File: config.mk
export PLATFORM = sky130hd
export DESIGN_NAME = bluetooth_tx_framer
export DESIGN_NICKNAME = d
export VERILOG_FILES = /design/src/rtl/bluetooth_tx_framer.sv
export SDC_FILE = /design/constraint.sdc
export NUM_CORES = 1
export LEC_CHECK = 0
export BUFFER_PORTS_ARGS = -buffer_cell sky130_fd_sc_hd__buf_2
export CORE_ASPECT_RATIO = 0.6
export CORE_MARGIN = 3
export CORE_UTILIZATION = 45
export DETAILED_ROUTE_END_ITERATION = 12
export PLACE_DENSITY = 0.78
export SLEW_MARGIN = 20
export SYNTH_ARGS = -nofsm -noshare
export SYNTH_HDL_FRONTEND = slang
export SYNTH_SLANG_ARGS = --single-unit
File: constraint.sdc
create_clock -name clk -period 7.3 [get_ports clk]
set_clock_uncertainty 0.15 [all_clocks]
set_input_delay 0 -clock clk [delete_from_list [all_inputs] [get_ports clk]]
set_output_delay 0 -clock clk [all_outputs]
set_load 0.005 [all_outputs]
File: src/rtl/bluetooth_tx_framer.sv
// Byte-serial framer: turns one payload word into "AT+BLEUARTTX=" + uppercase hex
// (MSB nibble first) + optional CR LF, streamed over a valid/ready byte interface.
module bluetooth_tx_framer #(
  parameter int DATA_WIDTH  = 32,
  parameter int APPEND_CRLF = 1,
  parameter int COUNT_WIDTH = 16
) (
  input  logic                   clk,
  input  logic                   reset_n,
  input  logic                   in_valid,
  output logic                   in_ready,
  input  logic [DATA_WIDTH-1:0]  in_data,
  output logic                   out_valid,
  input  logic                   out_ready,
  output logic [7:0]             out_byte,
  output logic                   out_last,
  output logic                   busy,
  output logic [COUNT_WIDTH-1:0] frame_count,
  output logic [1:0]             dbg_state
);
  // Handshakes: a transfer happens on a rising edge where valid && ready; a
  // producer holds valid and its data stable until that edge, and ready may
  // depend on state only, never combinationally on valid.

  localparam int NIBBLES    = DATA_WIDTH / 4;
  localparam int PREFIX_LEN = 13;

  if ((DATA_WIDTH % 4) != 0 || DATA_WIDTH < 4 || DATA_WIDTH > 64) begin : g_bad_width
    $fatal(1, "bluetooth_tx_framer: DATA_WIDTH must be a multiple of 4 in 4..64");
  end
  if (APPEND_CRLF != 0 && APPEND_CRLF != 1) begin : g_bad_crlf
    $fatal(1, "bluetooth_tx_framer: APPEND_CRLF must be 0 or 1");
  end

  typedef enum logic [1:0] {IDLE, PREFIX, PAYLOAD, TERM} state_t;

  state_t                  state, state_n;
  logic [4:0]              idx, idx_n;
  logic [DATA_WIDTH-1:0]   data_q, data_n;
  logic [7:0]              byte_n;
  logic                    last_n;
  logic                    handshake;

  function automatic logic [7:0] prefix_char(input logic [4:0] i);
    case (i)
      5'd0:    prefix_char = 8'h41;
      5'd1:    prefix_char = 8'h54;
      5'd2:    prefix_char = 8'h2B;
      5'd3:    prefix_char = 8'h42;
      5'd4:    prefix_char = 8'h4C;
      5'd5:    prefix_char = 8'h45;
      5'd6:    prefix_char = 8'h55;
      5'd7:    prefix_char = 8'h41;
      5'd8:    prefix_char = 8'h52;
      5'd9:    prefix_char = 8'h54;
      5'd10:   prefix_char = 8'h54;
      5'd11:   prefix_char = 8'h58;
      5'd12:   prefix_char = 8'h3D;
      default: prefix_char = 8'h00;
    endcase
  endfunction

  function automatic logic [7:0] hex_char(input logic [3:0] n);
    hex_char = (n < 4'd10) ? (8'h30 + {4'h0, n}) : (8'h37 + {4'h0, n});
  endfunction

  assign handshake = out_valid && out_ready;

  always_comb begin
    state_n = state;
    idx_n   = idx;
    data_n  = data_q;
    unique case (state)
      IDLE: begin
        if (in_valid) begin
          state_n = PREFIX;
          idx_n   = '0;
          data_n  = in_data;
        end
      end
      PREFIX: begin
        if (handshake) begin
          if (idx == 5'(PREFIX_LEN - 1)) begin
            state_n = PAYLOAD;
            idx_n   = '0;
          end else begin
            idx_n = idx + 5'd1;
          end
        end
      end
      PAYLOAD: begin
        if (handshake) begin
          // The word is shifted so the nibble being sent is always the top one.
          data_n = data_q << 4;
          if (idx == 5'(NIBBLES - 1)) begin
            state_n = (APPEND_CRLF != 0) ? TERM : IDLE;
            idx_n   = '0;
          end else begin
            idx_n = idx + 5'd1;
          end
        end
      end
      TERM: begin
        if (handshake) begin
          if (idx == 5'd1) begin
            state_n = IDLE;
            idx_n   = '0;
          end else begin
            idx_n = 5'd1;
          end
        end
      end
      default: begin
        state_n = IDLE;
        idx_n   = '0;
      end
    endcase

    // Output byte is precomputed from the next state so the outputs are registered.
    byte_n = 8'h00;
    last_n = 1'b0;
    case (state_n)
      PREFIX:  byte_n = prefix_char(idx_n);
      PAYLOAD: begin
        byte_n = hex_char(data_n[DATA_WIDTH-1 -: 4]);
        last_n = (APPEND_CRLF == 0) && (idx_n == 5'(NIBBLES - 1));
      end
      TERM: begin
        byte_n = (idx_n == 5'd0) ? 8'h0D : 8'h0A;
        last_n = (idx_n == 5'd1);
      end
      default: begin
        byte_n = 8'h00;
        last_n = 1'b0;
      end
    endcase
  end

  always_ff @(posedge clk or negedge reset_n) begin
    if (!reset_n) begin
      state       <= IDLE;
      idx         <= '0;
      data_q      <= '0;
      out_valid   <= 1'b0;
      out_byte    <= 8'h00;
      out_last    <= 1'b0;
      frame_count <= '0;
    end else begin
      state     <= state_n;
      idx       <= idx_n;
      data_q    <= data_n;
      out_valid <= (state_n != IDLE);
      out_byte  <= byte_n;
      out_last  <= last_n;
      if (handshake && out_last) begin
        frame_count <= frame_count + 1'b1;
      end
    end
  end

  assign in_ready  = (state == IDLE);
  assign busy      = (state != IDLE);
  assign dbg_state = state;

endmodule

### After elaboration in Yosys (flattened, before gate mapping)

Memory sizes are Yosys's and may differ from the RTL's.
Index checks and enable logic that the tools add are counted.

* equality and inequality tests: 12
* order comparisons: 1
* mux-type cells: 24
* reduce and logical (&&, ||, !) cells: 8
* add/sub/neg operators: 4

Operators with widths (number)
* $mux W32: 2
* $pmux W32 S2: 1
* $mux W5: 6
* $pmux W8 S3: 1
* $pmux W5 S4: 1
* $add A16 B1 Y16 const B: 1
* $add A6 B4 Y7 const A: 2
* $mux W2: 7
* $eq A5 B1 Y1 const B: 2
* $eq A2 B2 Y1 const B: 4
* $mux W8: 1
* $pmux W2 S4: 1
* $mux W7: 1
* $reduce_bool A2 Y1: 3
* $add A5 B1 Y5 const B: 1
* $eq A5 B3 Y1 const B: 1
* $eq A5 B4 Y1 const B: 1
* $logic_not A5 Y1: 1
* $eq A2 B1 Y1 const B: 2
* $lt A4 B4 Y1 const B: 1
* $ne A2 B2 Y1 const B: 2
* $mux W3: 1
* $reduce_and A3 Y1: 1
* $logic_and A1 B1 Y1: 2
* other kinds (2): 3

* logic and storage cells: 58
* memories kept: 1
* flip-flop bits (word level): 65
* bits in read-only memories: 112
* bits of input ports: 36
* output and inout bits: 30

Memory list
* (name not given): words 16, bits a word 7, rd ports 1, clocked after Yosys merged registers in 0, write ports 0, line 45 `case (i)`

### Logic depth before layout (Yosys ltp)

* word-level depth: 7
* mapped depth: 13
* mapped depth without buffers: 13

### Worst setup path before layout

Ideal clock, no wire load.

* path kind: reg2reg
* start point: register idx[0]
* end point: register out_byte[2]
* data arrival time: 2309 ps
* data required time: 7063 ps
* period minus slack after synthesis: 2546 ps
* setup time: 87 ps
* slack: 4754 ps
* stages on the path, launching flop included: 13
* path through: dfrtp_1 ha_1 nor4bb_1 a211oi_1 o211ai_1 o31a_1 ha_1 inv_1 a21oi_1 o31ai_1 nor4_2 a2bb2oi_1 o211ai_1

* cells in the longest elaborated chain, start to end: 7

Ends and longest elaborated chain
* start, declared: line 38 `logic [4:0] idx, idx_n;`
* start signal, assigned: line 150 `idx <= idx_n;`
* $add A5 B1 Y5, or another cell as far along: line 87, 99
* $mux W5, or another cell as far along: line 95 `if (idx == 5'(NIBBLES - 1)) begin`
* $mux W5 (on tied branches): line 92, 104, 82
* $pmux W5 S4: line 73 `unique case (state)`
* $mem_v2 Z16 W7 or $logic_not A5 Y1 (tied branches)
* $mux W8 or $mux W3 (tied branches): line 45, 129
* $pmux W8 S3 (*): line 122 `case (state_n)`
* named net byte_n[2]: line 40 `logic [7:0] byte_n;`
* end signal, assigned: line 153 `out_byte <= byte_n;`
* end, declared: line 15 `output logic [7:0] out_byte,`

The timed path passes the listed nets; every way through them passes the cells marked *.
A chain may end at the register's enable or synchronous reset.

### Final worst setup path

* start point: register state[1], in the netlist dbg_state[1]
* end point: register out_byte[2]

* cells in the longest elaborated chain, start to end: 5

Ends and longest elaborated chain
* start, declared: line 37 `state_t state, state_n;`
* start signal, assigned: line 149 `state <= state_n;`
* $eq A2 B2 Y1, or another cell as far along: line 73
* $pmux W32 S2, or another cell as far along: line 73
* $add A6 B4 Y7, or another cell as far along: line 64 `hex_char = (n < 4'd10) ? (8'h30 + {4'h0, n}) : (8'h37 + {4'h0, n});`
* $mux W7, or another cell as far along: line 64
* $pmux W8 S3 (*): line 122
* named net byte_n[2]: line 40

Marked as above.

==> flow_summary.yaml <==
floorplanning:
  io_pins: 66
  die_h_um: 73.34
  fp.coreArea_sq_um: 6993
  die_area_sq_um: 8670
  die_w_um: 118.2
  start_util_pct: 48.63
  rows: 23
placed_design:
  place_inst: 506
  place_congestion: 0.9881
  dp_hpwl_um: 5955
  pre_cts_ws_ps: 3957
  io_buffers: 64
synthesis:
  ys_warn_count: 0
  synth_enable_flop_cells: 0
  ys_ff_latch: 64
  synth_flop_cell: "dfrtp_1"
  async_reset_ff_share_pct: 100.0
  yosysSeqAreaShare_pct: 47.09
  syn_nets: 405
  synth_top_area_share_pct: 47.09
  synthTopCellsByArea: "dfrtp_1 (47%), nand2_1 (7.8%), a22oi_1 (5.7%)"
  syn-cell-area_sq_um: 3401
  synth_area_per_cell_sq_um: 9.499
  netlist_instances: 358
  synth.largest_area_cell: "dfrtp_1"
  synth.distinct_cells: 65
routing:
  ant_nets: 0
  route.detailed.drc: 0
  finalWirelength_um: 8909
  wl_met1_um: 4145
  dr.pass1.iters: 5
  routed.top_layer: "met4"
  routed-wl-met2_um: 3814
  wl_met3_um: 819
  drtIter0Drc: 300
  wire_per_inst_um: 16.08
  viasPerCell: 5.637
  vias: 3123
setup_path:
  cp_top_family: "simple AND/OR/NAND/NOR gates"
  crit_end: "out_byte[2]"
  cp-end-kind: "register"
  path_buf_inv: 0
  r2r_cells: 8
  timing.rr.end: "out_byte[2]"
  r2r_setup_slack_ps: 3940
  worstSetupStartpoint: "dbg_state[1]"
  cp.arrival_ps: 3400
  crit_type: "register to register"
  r2r_start: "dbg_state[1]"
  worst_path_largest_cell_delay_ps: 980
  worstPathMaxFanout: 29
  slowest_stage: "and4b_1"
  startpoint_type: "register"
  cp.depth: 8
  critical_path_required_ps: 7340
  crit_chain: "and4b_1 > or3_1 > o221ai_1 > ha_1 > a21boi_0 > mux2i_1 > a2bb2oi_1 > o211ai_1"
clock_network:
  cts_num_sinks: 64
  cts_hold_buf: 32
  clock_path_buffers: 2
  root_buffer: "clkbuf_16"
  cts_setup_buffers: 0
  post_cts_resized: 0
  clk_pin_slew_ps: 50
  cts.htree.levels: 3
  clock_latency_ps: 330
  cts_buffers: 9
  cts_tree: "built"
cells_and_area:
  syn2layout_area_growth_pct: 29.07
  fin_cells: 554
  nNetsFinal: 496
  drive_gt1_share_pct: 20.04
  n_antenna_cell: 0
  num-fill-cells: 587
timing:
  finalSetupViolCount: 0
  finalMaxSlewViolations: 0
  finalHoldViolCount: 0
  max-slew-margin-rel_pct: 30.80
  max_freq_mhz: 297.8
  hold_ws_ps: 35.65
  max_slew.worst_pin.slew_ps: 1037
  post-route-min-period_ps: 3357
  final.setup.worst_slack_ps: 3943
  fin_crit_sh_pct: 45.99
  rsz0062_at_grt: "false"
  fin_setup_tns_ps: 0
run:
  cap_viol_max_count: 0
power_and_ir_drop:
  p_int_uw: 1001
  p_sw_share_pct: 38.19
  seq_power_share_pct: 36.4
  ir_drop_mv: 0.1874
  p_leak_uw: 0.002157
  power.switching_uw: 618.4
  clkPwrFrac_pct: 26.3
  combinationalPowerShare_pct: 37.3
  p_per_area_nw_per_um2: 369.0
global_routing:
  grt_use_total_pct: 21.80
  first_global_vias: 2945
  grt-ovfl-total: 0
  grt_pass1_wl_um: 14740
  grt_max_degree: 65
  antenna_found_initial: 0
status:
  outcome: "finished, final reports clean"
worst_hold_path:
  hp-class: "primary input to register"
-- flip-flops by register name, summed over array words and instances, names as in the netlist --
signal,count
data_q,32
out_last,1
out_valid,1
idx,5
frame_count,16
out_byte,7
dbg_state,2
-- layer usage --
layer / up-vias / global-route usage (%)
met1: 1493 / 30.86
met4: 0 / 6.883
met2: 146 / 32.32
met3: 18 / 6.692
met5: - / 0
li1: 1466 / -
-- cell usage after synthesis, drive strengths merged (2+ instances only) --
| cell type | n |
|---|---|
| nand2 | 71 |
| dfrtp | 64 |
| a22oi | 27 |
| nor2 | 17 |
| a21oi | 14 |
| nand3 | 14 |
| inv | 13 |
| o21ai | 13 |
| ha | 11 |
| xnor2 | 11 |
| clkbuf | 10 |
| buf | 9 |
| nor3 | 9 |
| nand4 | 5 |
| xor2 | 5 |
| a22o | 4 |
| and2 | 4 |
| a21o | 3 |
| o211ai | 3 |
| o31a | 3 |
| or3 | 3 |
| a21boi | 2 |
| a31oi | 2 |
| and4b | 2 |
| nand4b | 2 |
| nor2b | 2 |
| nor4 | 2 |
| o22a | 2 |
| o311a | 2 |
| o31ai | 2 |
| or2 | 2 |
-- power groups by stage --
stage	Combinational [uW]	Clock, uW	Sequential, uW
detailed placement	572	0	587
CTS	593	432	585
global placement	550	0	584
floorplan	452	0	543
finish	603	426	590
global route	677	450	603
-- how the worst min path moves through the flow --
| stage | startpoint | end | slack [ps] | cells after the start |
|---|---|---|---|---|
| global route | in_valid | idx[4] | 50 | 3 |
| floorplan | reset_n | data_q[0] | -450 | 0 |
| CTS | in_valid | idx[4] | 20 | 3 |
| finish | in_valid | idx[4] | 40 | 3 |
| global placement | reset_n | frame_count[12] | 70 | 2 |
| detailed placement | reset_n | frame_count[12] | 70 | 2 |
-- through the flow --
stage	total power [uW]	area (sq um)	utilization, %
2_1_floorplan	995.1	3401	-
3_3_place_gp	1134	3770	53.91
3_5_place_dp	1159	3770	53.91
4_1_cts	1609	4389	62.77
5_1_grt	1730	4389	62.77
6_report	1620	4389	62.77
-- placed cells by master (no fill, tap or decap), drive strengths merged, types with 5 or more instances in the layout --
| cell type | instances |
|---|---|
| xor2 | 5 |
| ha | 11 |
| xnor2 | 11 |
| dlygate4sd3 | 32 |
| nand2 | 71 |
| nor3 | 9 |
| buf | 67 |
| inv | 13 |
| nand4 | 5 |
| a21oi | 14 |
| nand3 | 14 |
| o21ai | 13 |
| nor2 | 17 |
| a22oi | 27 |
| dfrtp | 64 |
| clkbuf | 11 |
-- area by class of cell --
| class | count | area (sq um) | share of cell area (%) |
|---|---|---|---|
| tap | 100 | 125.1 | 2.851 |
| clock inverter | 5 | 56.30 | 1.283 |
| multi-input combinational | 262 | 1652 | 37.63 |
| timing repair buffer | 99 | 663.1 | 15.11 |
| sequential | 64 | 1602 | 36.49 |
| inverter | 13 | 48.80 | 1.112 |
| clock buffer | 11 | 242.7 | 5.530 |
-- tightest hold or removal path: cells and delay by family --
kind	cells	cell delay [ps]
compound gates	1	200
buf+inv	1	140
simple gates	1	140
-- logic make-up after synthesis --
group | share of synthesized area, %
fa+ha+maj | 4.047
flops | 47.09
other cells | 0.1103
mux | 0.6254
buf+inv | 4.525
compound gates | 19.87
simple gates | 19.61
xor+xnor | 4.121
(Power assumes the default switching activity.)
